## config.mk

```make
export PLATFORM = sky130hd
export DESIGN_NAME = instruction_queue
export DESIGN_NICKNAME = d
export VERILOG_FILES = /design/src/rtl/instruction_queue.sv
export SDC_FILE = /design/constraint.sdc
export NUM_CORES = 1
export LEC_CHECK = 0
export BUFFER_PORTS_ARGS = -buffer_cell sky130_fd_sc_hd__buf_2
export CAP_MARGIN = 5
export CORE_MARGIN = 10
export CORE_UTILIZATION = 60
export DETAILED_ROUTE_END_ITERATION = 10
export MAX_ROUTING_LAYER = met4
export PLACE_DENSITY = 0.83
export SLEW_MARGIN = 25
export SYNTH_ARGS = -nofsm -noshare
export SYNTH_HDL_FRONTEND = slang
export SYNTH_SLANG_ARGS = --single-unit
```

## constraint.sdc

```tcl
create_clock -name clk -period 5.5 [get_ports clk]
set_clock_uncertainty 0.15 [all_clocks]
set_input_delay 1.1 -clock clk [delete_from_list [all_inputs] [get_ports clk]]
set_output_delay 1.1 -clock clk [all_outputs]
set_load 0.02 [all_outputs]
```

## src/rtl/instruction_queue.sv

```systemverilog
// instruction_queue: instruction FIFO prefetch buffer with PC tags and MIPS field decode (optional IQ_SIGN_EXT_EN adds imm_ext)
module instruction_queue #(
    parameter int DEPTH    = 4,
    parameter int ADDR_W   = 2,
    parameter int PC_WIDTH = 32
) (
    input  logic                clk,
    input  logic                reset,
    input  logic                flush,
    input  logic                in_valid,
    output logic                in_ready,
    input  logic [31:0]         in_instr,
    input  logic [PC_WIDTH-1:0] in_pc,
    output logic                out_valid,
    input  logic                out_ready,
    output logic [31:0]         out_instr,
    output logic [PC_WIDTH-1:0] out_pc,
    output logic [5:0]          q31_26,
    output logic [4:0]          q25_21,
    output logic [4:0]          q20_16,
    output logic [4:0]          q15_11,
    output logic [4:0]          q10_6,
    output logic [5:0]          q5_0,
    output logic [15:0]         q15_0,
    output logic [ADDR_W:0]     count,
    output logic                full,
    output logic                empty
`ifdef IQ_SIGN_EXT_EN
    ,
    output logic [31:0]         imm_ext
`endif
);
    logic [31:0]         r_instr [DEPTH];
    logic [PC_WIDTH-1:0] r_pc    [DEPTH];
    logic [ADDR_W-1:0]   r_wr;
    logic [ADDR_W-1:0]   r_rd;
    logic [ADDR_W:0]     r_count;
    logic                w_push;
    logic                w_pop;
    assign full      = r_count == (ADDR_W+1)'(DEPTH);
    assign empty     = r_count == '0;
    assign count     = r_count;
    assign in_ready  = !full;
    assign out_valid = !empty;
    assign w_push    = in_valid & in_ready;
    assign w_pop     = out_valid & out_ready;
    // storage write; contents are not reset because outputs are gated when empty
    always_ff @(posedge clk) begin
        if (w_push && !reset && !flush) begin
            r_instr[r_wr] <= in_instr;
            r_pc[r_wr]    <= in_pc;
        end
    end
    // pointers and occupancy; reset and flush both drop any same-cycle push/pop
    always_ff @(posedge clk) begin
        if (reset || flush) begin
            r_wr    <= '0;
            r_rd    <= '0;
            r_count <= '0;
        end else begin
            if (w_push) r_wr <= r_wr + 1'b1;
            if (w_pop) r_rd <= r_rd + 1'b1;
            r_count <= r_count + (ADDR_W+1)'(w_push) - (ADDR_W+1)'(w_pop);
        end
    end
    // head presentation, forced to zero when empty so no stale entry leaks out
    always_comb begin
        out_instr = empty ? 32'd0 : r_instr[r_rd];
        out_pc    = empty ? '0 : r_pc[r_rd];
    end
    assign q31_26 = out_instr[31:26];
    assign q25_21 = out_instr[25:21];
    assign q20_16 = out_instr[20:16];
    assign q15_11 = out_instr[15:11];
    assign q10_6  = out_instr[10:6];
    assign q5_0   = out_instr[5:0];
    assign q15_0  = out_instr[15:0];
`ifdef IQ_SIGN_EXT_EN
    assign imm_ext = {{16{out_instr[15]}}, out_instr[15:0]};
`endif
endmodule

```

# [Yosys cells after proc, flatten, opt, wreduce, memory -nomap -nowiden]
# Memory sizes are Yosys's and may differ from the RTL's. A register that Yosys moved wholly into a read port is not among the register bits.
# Cells that the tools add are included.
[word_totals] register_bits=7 ram_bits=256 input_bits=69 output_inout_bits=119 n_memories=2
[memory_table] name="r_instr" depth=4 width=32 read_ports=1 rd_ports_with_merged_regs=1 write_ports=1 line="33" text="logic [31:0] r_instr [DEPTH];"
[memory_table] name="r_pc" depth=4 width=32 read_ports=1 rd_ports_with_merged_regs=1 write_ports=1 line="34" text="logic [PC_WIDTH-1:0] r_pc [DEPTH];"
[op_classes] add_sub_neg=4 n_eq_ne=1 n_mux=8 n_bitwise=2 n_reduce_logical=8
[ops] op="2-to-1 mux 32 bit" count=2
[ops] op="2-to-1 mux 2 bit" count=4
[ops] op="adder 2 x 1 -> 2 bit, second input constant" count=2
[ops] op="logical NOT 1 bit" count=4
[ops] op="adder 3 x 1 -> 3 bit" count=1
[ops] op="== test 3 bit, second input constant" count=1
[ops] op="logical NOT 3 bit" count=1
[ops] op="subtractor 3 x 1 -> 3 bit" count=1
[ops] op="AND 1 bit" count=2
[ops] op="logical AND 1 bit" count=2
[ops] op="2-to-1 mux 1 bit" count=2
[ops] op="logical OR 1 bit" count=1

# [Longest topological paths before layout]
# Gate-level depths: netlist of the first run.
[depth] ltp_word=7 depth_mapped=11 mapped_depth_nobuf=10

# [Least setup slack after synthesis of the first run]
# No wires, ideal clock.
[synth_path] path_kind="input to register" start="input in_valid" end="memory r_instr[3][0] (enable)" setup_time_ns=0.429 arrival_time_ns=2.875 required_time_ns=4.921 slack_ns=2.046 path_stages=3 path_buffers=1 path_cell_list="and2_4 -> buf_6 -> and3_1"
[synth_via] elab_chain_len=5
[synth_rtl] element="start: declaration" line="10" text="input logic in_valid,"
[synth_rtl] element="AND 1 bit" line="45" text="assign w_push = in_valid & in_ready;"
[synth_rtl] element="logical AND 1 bit (2 in series)" line="49" text="if (w_push && !reset && !flush) begin"
[synth_rtl] element="2-to-1 mux 1 bit" line="49"
[synth_rtl] element="2-to-1 mux 1 bit (implied by the code)" line="50" text="r_instr[r_wr] <= in_instr;"
[synth_rtl] element="end: declaration" line="33"
# No other way between the ends.

==> results.sh, run 1 <==
export IMPL_post_route_min_period_ns=3.80
export IMPL_wl_per_cell_um=22.8
export IMPL_rsz0062_at_grt="false"
export IMPL_cts_max_level=1
export IMPL_synth_seq_cells=265
export IMPL_r2r_slack_ns=2.58
export IMPL_fin_area_um2=12100
export IMPL_power_frac_seq=0.518
export IMPL_io_pins=188
export IMPL_yosysMostFrequentCell="edfxtp_1"
export IMPL_crit_type="reg -> out"
export IMPL_die_x_um=152
export IMPL_antenna_found_initial=3
export IMPL_synth_top_area_cell="edfxtp_1"
export IMPL_r2r_cells=9
export IMPL_cts_root_buffer="clkbuf_16"
export IMPL_die_height_um=152
export IMPL_min_period_over_period=0.692
export IMPL_p_sw_frac=0.223
export IMPL_netlist_area_leader_share=0.730
export IMPL_internal_power_uw=3370
export IMPL_power_frac_comb=0.092
export IMPL_tightest_slew_ns=0.994
export IMPL_ys_types=28
export IMPL_ir_drop_mv=0.290
export IMPL_cp_arrival_ns=2.55
export IMPL_holdBufCountCts=0
export IMPL_p_sw_uw=970
export IMPL_grt_pass1_wl_mm=31.8
export IMPL_cp_end_kind="output pin"
export IMPL_dp_hpwl_mm=12.5
export IMPL_yosys_warnings=0
export IMPL_crit_path_max_fanout=32
export IMPL_gp_congestion=0.745
export IMPL_fill_cells=1082
export IMPL_drc=0
export IMPL_synth_edf_count=256
export IMPL_clockBufferDepth=3
export IMPL_synthToLayoutAreaGrowth_pct=15.2
export IMPL_core_um2=17200
export IMPL_synth_flop_cell="edfxtp_1"
export IMPL_grt_util_all_layers=0.176
export IMPL_ys_async_sr_fraction=0
export IMPL_ctsResizeCount=0
export IMPL_p_per_area_nw_per_um2=358
export IMPL_dr_total_vias=5133
export IMPL_report_final_hold_viol_count=0
export IMPL_synth_common_cells="edfxtp_1 (256), and2_1 (67), mux4_2 (64)"
export IMPL_syn_instance_count=506
export IMPL_drtIter0Drc=366
export IMPL_grt_pass1_vias=5543
export IMPL_grt_max_degree=69
export IMPL_cts_clk_slew_worst_paths_ns=0.06
export IMPL_first_pass_iters=5
export IMPL_syn_avg_cell_area_um2=20.8
export IMPL_p_leak_uw=0.00435
export IMPL_max_freq_mhz=263
export IMPL_maxSlewViolCount=0
export IMPL_cap_violations=0
export IMPL_post_cts_setup_buffers=0
export IMPL_clockPowerShare=0.390
export IMPL_hold_path_class="reg -> reg"
export IMPL_final_core_util=0.704
export IMPL_drt_total_wl_mm=20.6
export IMPL_tns_ns=0
export IMPL_antenna_left=0
export IMPL_outcome="finished, final reports clean"
export IMPL_syn_nets=582
export IMPL_slew_headroom=0.338
export IMPL_fp_row_count=48
export IMPL_finalSetupViolCount=0
export IMPL_layout_nets=729
export IMPL_critPathLaunchType="register"
export IMPL_postPlaceCellArea_um2=11300
export IMPL_clock_sinks=265
export IMPL_drive_gt1_frac=0.444
export IMPL_port_buffers=187
export IMPL_start_util=0.611
export IMPL_hold_depth=2
export IMPL_die_area_um2=23300
export IMPL_crit_required_ns=4.25
export IMPL_dp_slack_ns=1.92
export IMPL_cts_tree="done"
export IMPL_syn_cell_area_um2=10500
export IMPL_grt_ovfl_total=0
export IMPL_synthTopCellsByArea="edfxtp_1 (73%), mux4_2 (14%), and2_1 (4.0%)"
export IMPL_synth_seq_area_share=0.747
export IMPL_cts_buffers=26
export IMPL_clk_latency_ns=0.52
export IMPL_setup_ws_ns=1.70
export IMPL_via_per_inst=5.69
==> layer usage <==
layer	share of wire	up-vias	GRT usage	wire length, um
met5	0	-	-	0
met4	0.020	0	0.0472	415
met3	0.087	42	0.0539	1790
met2	0.49	219	0.276	10100
met1	0.40	2618	0.221	8340
li1	-	2254	-	-
==> final timing paths <==
check,from,endpoint
hold / removal,r_wr[1],r_wr[1]
setup / recovery,register,q25_21[3]
hold reg to reg,r_wr[1],r_wr[1]
setup reg to reg,count[1],count[2]
==> area by class of cell <==
cell class,instances,area (um^2),area share
timing repair buffer,190,978,0.0807
multi-input combinational,162,2140,0.176
inverter,8,30.0,0.00248
clock buffer,36,709,0.0585
tap,225,282,0.0232
antenna,4,10.0,0.000825
sequential,265,7880,0.649
clock inverter,12,111,0.00918
==> cells by family (layout without fill, tap and decap cells) <==
group / count (synthesis) / count (layout) / synth area share
AND/OR/NAND/NOR: 83 / 83 / 0.0497
AO/OA/AOI/OAI: 4 / 4 / 0.00226
multiplexers: 65 / 65 / 0.138
flip-flops: 265 / 265 / 0.747
other: 0 / 4 / 0
XOR/XNOR: 3 / 3 / 0.00250
adder cells (fa/ha/maj): 7 / 7 / 0.00903
buffers and inverters: 79 / 246 / 0.0518
==> placed cells by master (no fill, tap or decap) <==
cell type and n:
nor2_1 1, nand2_1 4, dfxtp_4 2, diode_2 4, or3_4 1, inv_1 8
and3_4 4, bufinv_16 2, buf_4 2, or3b_4 1, and2_1 67, xor2_1 1
o21ai_1 1, o311ai_0 1, ha_1 6, clkbuf_16 27, nor3_1 2, buf_16 1
clkinvlp_4 2, clkinv_1 3, nand4b_1 1, clkbuf_1 9, mux2i_1 1, o21ai_0 2
edfxtp_1 256, and2_4 1, xnor2_1 2, mux4_2 64, buf_2 187, fa_1 1
clkinv_2 5, dfxtp_1 7, nand4_1 1
==> worst max-delay path, stage by stage, from the launching register on <==
cell,delay [ns]
dfxtp_4,0.56
buf_16,0.29
buf_4,0.27
mux4_2,0.53
and2_1,0.18
buf_2,0.16
==> flip-flops by register name, indices dropped and copies added, names as in the netlist, named ones only <==
register  cells
count         3
r_rd          2
r_pc        128
r_instr     128
r_wr          2
==> stage by stage <==
stage / power, uW / hold slack, ns / cells
2_1_floorplan: 2580 / 0.307 / 506
3_3_place_gp: 2690 / 0.315 / 849
3_5_place_dp: 2700 / 0.345 / 849
4_1_cts: 4380 / 0.358 / 897
5_1_grt: 4490 / 0.381 / 901
6_report: 4340 / 0.357 / 902
==> power groups by stage <==
stage               combinational (uW)  sequential (uW)  clock [uW]
floorplan                          290             2290           0
global placement                   390             2300           0
CTS                                400             2260        1720
finish                             399             2250        1700
global route                       431             2250        1810
detailed placement                 398             2300           0
(Power assumes the default switching activity.)
==> run 2, diff against run 1 <==
--- a/config.mk
+++ b/config.mk
@@ -8,10 +8,10 @@
 export BUFFER_PORTS_ARGS = -buffer_cell sky130_fd_sc_hd__buf_2
 export CAP_MARGIN = 5
 export CORE_MARGIN = 10
-export CORE_UTILIZATION = 60
+export CORE_UTILIZATION = 56
 export DETAILED_ROUTE_END_ITERATION = 10
 export MAX_ROUTING_LAYER = met4
-export PLACE_DENSITY = 0.83
+export PLACE_DENSITY = 0.78
 export SLEW_MARGIN = 25
 export SYNTH_ARGS = -nofsm -noshare
 export SYNTH_HDL_FRONTEND = slang
==> constraint.sdc (replaced) <==
create_clock -name clk -period 4 [get_ports clk]
set_clock_uncertainty 0.15 [all_clocks]
set_input_delay 0.8 -clock clk [delete_from_list [all_inputs] [get_ports clk]]
set_output_delay 0.8 -clock clk [all_outputs]
set_load 0.02 [all_outputs]
==> run 2 against run 1 <==
Worst setup slack worse by 1.0 ns. Combinational power is 39% higher. Largest cell class unchanged. Sequential share of layout area is 0.75 points lower. Wire length is 3.2% higher. Critical path type unchanged. Critical path depth is 1 lower. Register-to-register slack worse by 1.5 ns. Global-route usage is 0.15 points higher.
==> results.sh, run 2 (synthesis gave the netlist of run 1 again) <==
export IMPL_gp_congestion=0.800
export IMPL_met3_usage=0.0393
export IMPL_p_per_area_nw_per_um2=498
export IMPL_clockBufferDepth=3
export IMPL_p_leak_uw=0.00443
export IMPL_via_per_inst=5.60
export IMPL_power_frac_seq=0.506
export IMPL_cts_clk_slew_worst_paths_ns=0.06
export IMPL_maxSlewViolCount=0
export IMPL_drive_gt1_frac=0.455
export IMPL_clk_latency_ns=0.51
export IMPL_p_sw_uw=1350
export IMPL_max_freq_mhz=299
export IMPL_crit_path_max_fanout=18
export IMPL_hold_depth=2
export IMPL_synthToLayoutAreaGrowth_pct=16.5
export IMPL_fin_cells=918
export IMPL_cts_tree="done"
export IMPL_dp_hpwl_mm=13.7
export IMPL_antenna_left=0
export IMPL_ir_drop_mv=0.387
export IMPL_ctsResizeCount=0
export IMPL_crit_type="reg -> out"
export IMPL_die_area_um2=24700
export IMPL_post_route_min_period_ns=3.35
export IMPL_finalPower_uw=6120
export IMPL_p_sw_frac=0.220
export IMPL_cts_buffers=27
export IMPL_grt_max_degree=69
export IMPL_grt_ovfl_total=0
export IMPL_critPathLaunchType="register"
export IMPL_tns_ns=0
export IMPL_slew_headroom=0.330
export IMPL_wl_per_cell_um=23.2
export IMPL_grt_busiest_layer="met2"
export IMPL_cp_end_kind="output pin"
export IMPL_drt_total_wl_mm=21.3
export IMPL_dr_total_vias=5141
export IMPL_drtIter0Drc=387
export IMPL_grt_util_all_layers=0.178
export IMPL_met2_usage=0.287
export IMPL_post_cts_setup_buffers=0
export IMPL_tightest_slew_ns=1.00
export IMPL_cp_arrival_ns=2.40
export IMPL_post_place_cells=867
export IMPL_clockPowerShare=0.404
export IMPL_r2r_cells=9
export IMPL_start_util=0.567
export IMPL_cts_max_level=1
export IMPL_cts_root_buffer="clkbuf_16"
export IMPL_layout_cells_most_common="edfxtp_1"
export IMPL_layout_nets=738
export IMPL_cap_violations=0
export IMPL_clock_sinks=265
export IMPL_report_final_hold_viol_count=0
export IMPL_min_period_over_period=0.836
export IMPL_port_buffers=187
export IMPL_internal_power_uw=4770
export IMPL_fp_row_count=50
export IMPL_hold_path_class="in -> reg"
export IMPL_power_frac_comb=0.091
export IMPL_grt_pass1_vias=5748
export IMPL_crit_required_ns=3.05
export IMPL_grt_use_met1=0.228
export IMPL_core_um2=18600
export IMPL_grt_pass1_wl_mm=32.8
export IMPL_antenna_found_initial=1
export IMPL_first_pass_iters=5
export IMPL_finalSetupViolCount=0
export IMPL_rsz0062_at_grt="false"
export IMPL_die_x_um=157
export IMPL_drc=0
export IMPL_die_height_um=157
export IMPL_outcome="finished, final reports clean"
export IMPL_fill_cells=1232
export IMPL_io_pins=188
export IMPL_mostFrequentLayoutCells="edfxtp_1 (256), buf_2 (187), and2_1 (67), mux4_2 (64), clkbuf_16 (27)"
export IMPL_holdBufCountCts=0
-- run 2: routing by layer --
layer / up-vias / wire length [um] / share of wire
li1: 2258 / - / -
met1: 2611 / 8790 / 0.41
met2: 236 / 10300 / 0.49
met3: 36 / 1780 / 0.084
met4: 0 / 380 / 0.018
met5: - / 0 / 0
-- run 2: critical path, stage by stage, from the launching register on --
cell and delay, ns:
dfxtp_4 0.57, buf_4 0.38, mux4_2 0.57, and2_1 0.18, buf_2 0.16
-- run 2: final cells by class --
cell class / instances / area [um^2] / share of cell area
diodes: 2 / 5.00 / 0.000408
clock buffers: 33 / 698 / 0.0569
clock inverters: 16 / 181 / 0.0148
inverters: 8 / 30.0 / 0.00245
multi-input cells: 162 / 2140 / 0.174
flip-flops and latches: 265 / 7880 / 0.642
well taps: 234 / 293 / 0.0239
repair buffers: 198 / 1060 / 0.0860
-- run 2: path summary, 6_finish.rpt --
| path | slack (ns) | end | startpoint |
|---|---|---|---|
| max reg2reg | 1.07 | count[2] | count[1] |
| max | 0.65 | out_instr[24] | register |
| min reg2reg | 0.39 | r_rd[0] | r_rd[0] |
| min | 0.34 | count[2] | reset |
-- run 2: per-stage QoR --
step | area (um^2) | worst slack [ns] | hold slack (ns) | utilization
2_1_floorplan | 10500 | 0.846 | 0.307 | -
6_report | 12300 | 0.654 | 0.337 | 0.661
3_5_place_dp | 11400 | 1.04 | 0.363 | 0.613
4_1_cts | 12300 | 0.576 | 0.318 | 0.660
5_1_grt | 12300 | 0.463 | 0.333 | 0.660
3_3_place_gp | 11400 | 1.13 | 0.324 | 0.613
-- run 2: power groups by stage --
stage,registers [uW],clock network [uW],logic [uW]
CTS,3090,2520,565
global route,3090,2640,600
global placement,3150,0,551
floorplan,3150,0,399
finish,3090,2470,554
detailed placement,3150,0,562
